$ cat src/rtl/axi4_stream_pkt_gen_if.sv
// AXI4-Stream interface bundle with master and slave views.
// Shared by the packet generator and whatever consumes its stream.
interface axi4_stream_if #(
    parameter int DATA_WIDTH = 32,
    parameter int ID_WIDTH   = 8,
    parameter int DEST_WIDTH = 4,
    parameter int USER_WIDTH = 4
);
    logic                    tvalid;
    logic                    tready;
    logic [DATA_WIDTH-1:0]   tdata;
    logic [DATA_WIDTH/8-1:0] tkeep;
    logic [DATA_WIDTH/8-1:0] tstrb;
    logic                    tlast;
    logic [ID_WIDTH-1:0]     tid;
    logic [DEST_WIDTH-1:0]   tdest;
    logic [USER_WIDTH-1:0]   tuser;

    modport master (
        output tvalid, tdata, tkeep, tstrb, tlast, tid, tdest, tuser,
        input  tready
    );

    modport slave (
        input  tvalid, tdata, tkeep, tstrb, tlast, tid, tdest, tuser,
        output tready
    );
endinterface

$ cat src/rtl/axi4_stream_pkt_gen.sv
// AXI4-Stream packet generator: runs of counting-pattern packets.
// Define AXI4_STREAM_PKT_GEN_SOF_EN to flag first beats on tuser[0].
module axi4_stream_pkt_gen #(
    parameter int DATA_WIDTH = 32,
    parameter int ID_WIDTH   = 8,
    parameter int DEST_WIDTH = 4,
    parameter int USER_WIDTH = 4,
    parameter int GAP_CYCLES = 0
) (
    input  logic                  aclk,
    input  logic                  aresetn,
    input  logic                  start_i,
    input  logic [15:0]           pkt_len_i,
    input  logic [15:0]           pkt_num_i,
    input  logic [ID_WIDTH-1:0]   tid_i,
    input  logic [DEST_WIDTH-1:0] tdest_i,
    output logic                  busy_o,
    output logic                  done_o,
    axi4_stream_if.master         pkt_o
);
    localparam int B = DATA_WIDTH / 8;

    typedef enum logic [1:0] {IDLE, SEND, GAP, DONE} state_t;

    state_t                state_q, state_d;
    logic [15:0]           nbeats_q, rem_q, num_q;
    logic [15:0]           beat_q, pkt_q;
    logic [31:0]           gap_q;
    logic [ID_WIDTH-1:0]   tid_q;
    logic [DEST_WIDTH-1:0] tdest_q;
    logic                  send, hs, last_beat, last_pkt;
    logic [7:0]            base;
    logic [DATA_WIDTH-1:0] data;
    logic [B-1:0]          keep;

    assign send      = (state_q == SEND);
    assign hs        = send & pkt_o.tready;
    assign last_beat = (beat_q == nbeats_q - 16'd1);
    assign last_pkt  = (pkt_q == num_q - 16'd1);

    always_ff @(posedge aclk or negedge aresetn) begin
        if (!aresetn) begin
            state_q  <= IDLE;
            nbeats_q <= '0;
            rem_q    <= '0;
            num_q    <= '0;
            beat_q   <= '0;
            pkt_q    <= '0;
            gap_q    <= '0;
            tid_q    <= '0;
            tdest_q  <= '0;
        end else begin
            state_q <= state_d;
            unique case (state_q)
                IDLE: if (start_i) begin
                    nbeats_q <= 16'((32'(pkt_len_i) + 32'(B - 1)) / 32'(B));
                    rem_q    <= 16'(32'(pkt_len_i) % 32'(B));
                    num_q    <= pkt_num_i;
                    tid_q    <= tid_i;
                    tdest_q  <= tdest_i;
                    beat_q   <= '0;
                    pkt_q    <= '0;
                end
                SEND: if (hs) begin
                    if (last_beat) begin
                        beat_q <= '0;
                        pkt_q  <= pkt_q + 16'd1;
                        gap_q  <= '0;
                    end else begin
                        beat_q <= beat_q + 16'd1;
                    end
                end
                GAP:  gap_q <= gap_q + 32'd1;
                DONE: ;
            endcase
        end
    end

    always_comb begin
        state_d = state_q;
        busy_o  = (state_q != IDLE);
        done_o  = (state_q == DONE);
        unique case (state_q)
            IDLE: if (start_i) begin
                if (pkt_len_i == 16'd0 || pkt_num_i == 16'd0)
                    state_d = DONE;
                else
                    state_d = SEND;
            end
            SEND: if (hs && last_beat) begin
                if (last_pkt)
                    state_d = DONE;
                else if (GAP_CYCLES == 0)
                    state_d = SEND;
                else
                    state_d = GAP;
            end
            GAP:  if (gap_q == 32'(GAP_CYCLES - 1)) state_d = SEND;
            DONE: state_d = IDLE;
        endcase
    end

    // Lane j of beat b carries byte (b*B + j + pkt) mod 256.
    always_comb begin
        data = '0;
        keep = '0;
        base = 8'(32'(beat_q) * 32'(B) + 32'(pkt_q));
        for (int j = 0; j < B; j++) begin
            if (send && !(last_beat && rem_q != 16'd0
                          && 32'(j) >= 32'(rem_q))) begin
                keep[j]        = 1'b1;
                data[8*j +: 8] = base + 8'(j);
            end
        end
    end

    always_comb begin
        pkt_o.tvalid = send;
        pkt_o.tlast  = send & last_beat;
        pkt_o.tdata  = data;
        pkt_o.tkeep  = keep;
        pkt_o.tstrb  = keep;
        pkt_o.tid    = send ? tid_q : '0;
        pkt_o.tdest  = send ? tdest_q : '0;
        pkt_o.tuser  = '0;
`ifdef AXI4_STREAM_PKT_GEN_SOF_EN
        pkt_o.tuser[0] = send & (beat_q == 16'd0);
`endif
    end
endmodule

$ cat src/flat_wrapper.sv
// flat-port wrapper written by rule: the top's interface ports become plain ports
module axi4_stream_pkt_gen_flat 
#(
    parameter int DATA_WIDTH = 32,
    parameter int ID_WIDTH   = 8,
    parameter int DEST_WIDTH = 4,
    parameter int USER_WIDTH = 4,
    parameter int GAP_CYCLES = 0
)
  (aclk, aresetn, start_i, pkt_len_i, pkt_num_i, tid_i, tdest_i, busy_o, done_o, pkt_o_tvalid, pkt_o_tdata, pkt_o_tkeep, pkt_o_tstrb, pkt_o_tlast, pkt_o_tid, pkt_o_tdest, pkt_o_tuser, pkt_o_tready);
  axi4_stream_if #(.DATA_WIDTH(DATA_WIDTH), .ID_WIDTH(ID_WIDTH), .DEST_WIDTH(DEST_WIDTH), .USER_WIDTH(USER_WIDTH)) pkt_o_i ();
  input  logic aclk;
  input  logic aresetn;
  input  logic start_i;
  input  logic [15:0] pkt_len_i;
  input  logic [15:0] pkt_num_i;
  input  logic [ID_WIDTH-1:0] tid_i;
  input  logic [DEST_WIDTH-1:0] tdest_i;
  output logic busy_o;
  output logic done_o;
  output wire logic [$bits(pkt_o_i.tvalid)-1:0] pkt_o_tvalid;
  output wire logic [$bits(pkt_o_i.tdata)-1:0] pkt_o_tdata;
  output wire logic [$bits(pkt_o_i.tkeep)-1:0] pkt_o_tkeep;
  output wire logic [$bits(pkt_o_i.tstrb)-1:0] pkt_o_tstrb;
  output wire logic [$bits(pkt_o_i.tlast)-1:0] pkt_o_tlast;
  output wire logic [$bits(pkt_o_i.tid)-1:0] pkt_o_tid;
  output wire logic [$bits(pkt_o_i.tdest)-1:0] pkt_o_tdest;
  output wire logic [$bits(pkt_o_i.tuser)-1:0] pkt_o_tuser;
  input wire logic [$bits(pkt_o_i.tready)-1:0] pkt_o_tready;
  assign pkt_o_tvalid = pkt_o_i.tvalid;
  assign pkt_o_tdata = pkt_o_i.tdata;
  assign pkt_o_tkeep = pkt_o_i.tkeep;
  assign pkt_o_tstrb = pkt_o_i.tstrb;
  assign pkt_o_tlast = pkt_o_i.tlast;
  assign pkt_o_tid = pkt_o_i.tid;
  assign pkt_o_tdest = pkt_o_i.tdest;
  assign pkt_o_tuser = pkt_o_i.tuser;
  assign pkt_o_i.tready = pkt_o_tready;
  axi4_stream_pkt_gen #(.DATA_WIDTH(DATA_WIDTH), .ID_WIDTH(ID_WIDTH), .DEST_WIDTH(DEST_WIDTH), .USER_WIDTH(USER_WIDTH), .GAP_CYCLES(GAP_CYCLES)) u_core (.aclk(aclk), .aresetn(aresetn), .start_i(start_i), .pkt_len_i(pkt_len_i), .pkt_num_i(pkt_num_i), .tid_i(tid_i), .tdest_i(tdest_i), .busy_o(busy_o), .done_o(done_o), .pkt_o(pkt_o_i));
endmodule
$ cat config.mk
export PLATFORM = sky130hd
export DESIGN_NAME = axi4_stream_pkt_gen_flat
export DESIGN_NICKNAME = d
export VERILOG_FILES = /design/src/rtl/axi4_stream_pkt_gen_if.sv /design/src/rtl/axi4_stream_pkt_gen.sv /design/src/flat_wrapper.sv
export SDC_FILE = /design/constraint.sdc
export NUM_CORES = 1
export LEC_CHECK = 0
export CORE_ASPECT_RATIO = 1.75
export CORE_UTILIZATION = 35
export DETAILED_ROUTE_END_ITERATION = 8
export HOLD_SLACK_MARGIN = 0.02
export SLEW_MARGIN = 15
export SYNTH_ARGS = -nofsm -noshare
export SYNTH_HDL_FRONTEND = slang
export SYNTH_SLANG_ARGS = --single-unit
$ cat constraint.sdc
create_clock -name aclk -period 4.8 [get_ports aclk]
set_input_delay 0.96 -clock aclk [delete_from_list [all_inputs] [get_ports aclk]]
set_output_delay 0.96 -clock aclk [all_outputs]
set_load 0.01 [all_outputs]
; Word level (Yosys, flattened, before mapping)
; Cells that the tools add are included.
[word_totals]
reg_bits = 112
[classes]
add_sub_neg = 10
order_cmp = 4
n_eq_ne = 11
muxes = 26
bitwise = 2
n_reduce_logical = 27
[op_table]
columns = operator, n
row1 = 2-to-1 mux 16 bit, 5
row2 = 2-to-1 mux 32 bit, 2
row3 = one-hot mux 16 bit (2 select lines), 2
row4 = one-hot mux 32 bit (2 select lines), 1
row5 = 2-to-1 mux 8 bit, 5
row6 = adder 16 x 1 -> 16 bit (second input constant), 2
row7 = adder 32 x 1 -> 32 bit (second input constant), 1
row8 = equality test 16 bit, 2
row9 = equality test 32 bit (second input constant), 1
row10 = logical NOT 16 bit, 2
row11 = subtractor 16 x 1 -> 16 bit (second input constant), 2
row12 = adder 16 x 2 -> 17 bit (second input constant), 1
row13 = adder 8 x 2 -> 8 bit (second input constant), 2
row14 = nonzero test 16 bit, 1
row15 = logical AND 1 bit, 10
row16 = 2-to-1 mux 2 bit, 5
row17 = AND reduction 3 bit, 3
row18 = adder 8 x 1 -> 8 bit (second input constant), 1
row19 = adder 8 bit, 1
row20 = inequality test 2 bit (second input constant), 4
row21 = one-hot mux 2 bit (4 select lines), 1
row22 = nonzero test 2 bit, 3
row23 = equality test 2 bit (second input constant), 2
row24 = >= comparator 1 x 2 -> 1 bit (first input constant), 2
row25 = other kinds (11), 19

; Depth between registers and ports, before layout
[depth]
depth_word = 7
depth_mapped = 12

; Worst setup path after synthesis
; Ideal clock, no wire load.
[synth_timing]
kind = reg2out
start = register u_core.nbeats_q[0]
end = output port pkt_o_tstrb[1]
t_arrival_ps = 3337
required_time_ps = 3840
setup_slack_ps = 503
path_stages_with_launch = 13
n_path_buf = 2
cell_sequence = dfrtp_1 -> inv_1 -> ha_1 -> or3b_1 -> buf_2 -> or4_4 -> xnor2_2 -> nand3_1 -> or3_1 -> o41ai_4 -> a21boi_4 -> inv_1 -> buf_4
[synth_between]
elab_chain_len = 7
[synth_lines]
columns = item, line
row1 = start: declaration, axi4_stream_pkt_gen.sv:26  ; logic [15:0] nbeats_q, rem_q, num_q;
row2 = start signal: assignment, axi4_stream_pkt_gen.sv:56  ; nbeats_q <= 16'((32'(pkt_len_i) + 32'(B - 1)) / 32'(B));
row3 = subtractor 16 x 1 -> 16 bit, axi4_stream_pkt_gen.sv:38  ; assign last_beat = (beat_q == nbeats_q - 16'd1);
row4 = equality test 16 bit, axi4_stream_pkt_gen.sv:38
row5 = logical AND 1 bit, axi4_stream_pkt_gen.sv:109  ; if (send && !(last_beat && rem_q != 16'd0
row6 = logical AND 1 bit, axi4_stream_pkt_gen.sv:110  ; && 32'(j) >= 32'(rem_q))) begin
row7 = logical NOT 1 bit, axi4_stream_pkt_gen.sv:109
row8 = logical AND 1 bit, axi4_stream_pkt_gen.sv:109
row9 = 2-to-1 mux 1 bit, axi4_stream_pkt_gen.sv:109
row10 = end: declaration, flat_wrapper.sv:24  ; output wire logic [$bits(pkt_o_i.tstrb)-1:0] pkt_o_tstrb;
; Every way passes these cells.

; Worst setup path in the final report
[layout_timing]
start = register u_core.nbeats_q[1]
end = output port pkt_o_tdata[27]
[layout_between]
elab_chain_len = 7
[layout_lines]
columns = item, line
row1 = subtractor 16 x 1 -> 16 bit, axi4_stream_pkt_gen.sv:38
row2 = equality test 16 bit, axi4_stream_pkt_gen.sv:38
row3 = logical AND 1 bit, axi4_stream_pkt_gen.sv:109
row4 = logical AND 1 bit, axi4_stream_pkt_gen.sv:110
row5 = logical NOT 1 bit, axi4_stream_pkt_gen.sv:109
row6 = logical AND 1 bit, axi4_stream_pkt_gen.sv:109
row7 = 2-to-1 mux 8 bit, axi4_stream_pkt_gen.sv:109
row8 = end: declaration, flat_wrapper.sv:22  ; output wire logic [$bits(pkt_o_i.tdata)-1:0] pkt_o_tdata;
; Every way passes these cells.

==> out/results.ini <==
[run_status]
outcome=finished clean

[logic_synthesis]
avgSynthCellArea_um2=8.68
yosys_warnings=0
synthArstFlopShare_pct=100
syn-cell-area_um2=7550
ys_seq_elements=111
synth_edf_count=0
synth_cell_types=67
netlist_instances=870
ys_seq_area_share_pct=36.8
ys.flop_type=dfrtp_1

[power_and_ir_drop]
ir_drop_mv=0.156
p_per_area_nw_per_um2=252
p_int_uw=1610
clkPwrFrac_pct=29.9
switchingPower_uw=697
p_leak_uw=0.00402
netSwitchingFraction_pct=30.2
comb_power_share_pct=25.3
power.share.sequential_pct=44.7
total_power_uw=2300

[sta]
slew_headroom_pct=40.5
setup_viol=0
hold_violations=0
fin_crit_sh_pct=96.1
fin_hold_ws_ns=0.494
layout_min_cycle_time_ns=4.61
fin_skew_ns=0.0131
grt_setup_unrepaired=true
tightestPinTransition_ns=0.889
fmaxAchievable_mhz=217
maxSlewViolCount=0

[worst_setup_path]
critical_path_arrival_ns=3.65
critPathKind=reg -> out
required_ns=3.84
end_kind=primary output
critPathLaunchType=register
cp_max_fo=9

[routing]
drtPass1Iterations=4
finalWirelength_um=19800
drc=0
drtIter0Drc=244
ant_nets=0
routed_via_density=5.39
via_count=6544
routedWlPerCell_um=16.3

[die]
die_area_um2=22200
start_util_pct=35.9
fp-row-count=70
pin_count=108
core_um2=21000
dieHeight_um=196
fp.dieW_um=113

[place]
gp_congestion=0.848
port_buffers=103
dpl.cell_count=1192
hpwl_um=14900

[layout]
final_nets=1026
diodes=0
stdcell_count=1214
drive_above_1_share_pct=9.15
fin_util_pct=43.5
mostFrequentLayoutCells=dfrtp_1 (111), nor2_1 (97), clkdlybuf4s50_1 (92)
syn2layout_area_growth_pct=21.1
layout_commonest_cell=dfrtp_1

[job]
drv_cap=0

[clock_network]
worstSkewPairLatency_ns=0.36
cts-root-buf=clkbuf_16
cts_buffer_depth=2
numCtsBuffers=9
htreeDepth=3
clk_pin_slew_worst_paths_ns=0.07
cts_tree=done
clkSinkCount=111

[global_route]
grt_max_degree=67
grt_pass1_vias=6362
grt_pass1_wl_um=32600
antenna_found_initial=0
grt_usage_pct=18.5
grt_overflow=0

[min_path]
hold_path.class=reg -> reg

==> final timing paths <==
| kind | slack (ns) | startpoint | endpoint | cells past startpoint |
|---|---|---|---|---|
| setup / recovery | 0.19 | u_core.nbeats_q[1] | pkt_o_tdata[27] | 11 |
| hold / removal | 0.49 | u_core.gap_q[19] | u_core.gap_q[19] | 1 |
| setup reg to reg | 1.21 | u_core.nbeats_q[1] | u_core.gap_q[15] | 11 |
| hold reg to reg | 0.49 | u_core.gap_q[19] | u_core.gap_q[19] | 1 |
| max in group asynchronous | 3.12 | aresetn | u_core.tid_q[5] | 2 |
| min in group asynchronous | 0.72 | aresetn | u_core.tid_q[7] | 1 |
==> sequential cells by signal (all words and copies together) (netlist names) <==
register         flops
u_core.beat_q       16
u_core.gap_q        32
u_core.nbeats_q     15
u_core.num_q        16
u_core.pkt_q        16
u_core.rem_q         2
u_core.state_q       2
u_core.tdest_q       4
u_core.tid_q         8
==> worst max-delay path, cell delays in order, from the launching register on <==
cell,delay [ns]
dfrtp_1,0.41
inv_1,0.07
ha_1,0.18
or3b_4,0.43
or4_4,0.53
xnor2_4,0.17
nand3_1,0.09
or3_4,0.35
o41ai_4,0.30
buf_4,0.24
nor2_1,0.06
clkdlybuf4s50_1,0.47
==> metrics by stage <==
step / area (um^2) / setup TNS, ns / worst slack [ns]
2_1_floorplan: 7560 / 0 / 0.503
3_3_place_gp: 8770 / 0 / 0.292
3_5_place_dp: 8770 / 0 / 0.247
4_1_cts: 9110 / 0 / 0.00503
5_1_grt: 9140 / -0.107 / -0.0250
6_report: 9140 / 0 / 0.187
==> layout make-up <==
| cell class | instances | area, um^2 |
|---|---|---|
| Timing Repair Buffer | 124 | 1180 |
| Clock buffer | 9 | 225 |
| Multi-Input combinational cell | 686 | 4510 |
| Tap cell | 252 | 315 |
| Fill cell | 2108 | 11900 |
| Inverter | 27 | 101 |
| Sequential cell | 111 | 2780 |
| Clock inverter | 5 | 36.3 |
==> power by group through the flow <==
| stage | Combinational (uW) | Clock (uW) | Sequential [uW] |
|---|---|---|---|
| after floorplan | 333 | 0 | 1000 |
| after global placement | 598 | 0 | 1050 |
| after detailed placement | 602 | 0 | 1050 |
| after CTS | 587 | 720 | 1030 |
| after global routing | 645 | 749 | 1030 |
| final | 584 | 690 | 1030 |
==> per-layer routing <==
layer | share of wire [%] | global-route usage, %
met5 | 0 | 0
met4 | 2.8 | 7.41
met3 | 3.1 | 3.00
met2 | 54 | 34.7
met1 | 40 | 20.5
==> cell usage after synthesis, types with 3 or more instances <==
library cell,count,area share (%)
dfrtp_1,111,37
nor2b_1,12,0.99
inv_1,26,1.3
and4_1,7,0.81
buf_2,3,0.20
and3b_1,3,0.35
or3_1,10,0.83
o21a_1,3,0.30
a21oi_1,20,1.3
mux2_2,32,4.8
nand3_1,47,3.1
clkbuf_1,31,1.5
mux2i_1,4,0.53
buf_1,4,0.20
nor3_1,22,1.5
nor4_1,14,1.2
buf_4,10,0.99
a21o_1,4,0.40
nand4_1,16,1.3
o41ai_1,5,0.58
ha_1,18,3.0
xnor2_1,38,4.4
o31ai_1,29,2.9
xor2_1,47,5.5
nand2_1,76,3.8
and2_1,25,2.1
nand2b_1,7,0.58
a31oi_1,13,1.1
o21ai_0,75,5.0
o211ai_1,3,0.30
o22ai_1,4,0.33
nor2_1,97,4.8
and3_1,10,0.83
==> repair_timing <==
item                       in CTS  in global routing
cloned                          1                  0
gates resized for setup        12                  5
setup buffers                   6                  1
pin swaps                       1                  1
setup endpoints to repair      20                 29
hold buffers                    0                  0
==> logic make-up after synthesis <==
kind of cell	Yosys count	synth area share, %
AO/OA/AOI/OAI	179	16.2
other	1	0.0497
multiplexers	36	5.30
adder cells (fa/ha/maj)	19	3.25
flip-flops	111	36.8
buffers and inverters	77	4.49
XOR/XNOR	86	10.1
AND/OR/NAND/NOR	361	23.8
No activity file was read; power rests on OpenSTA's default activity.
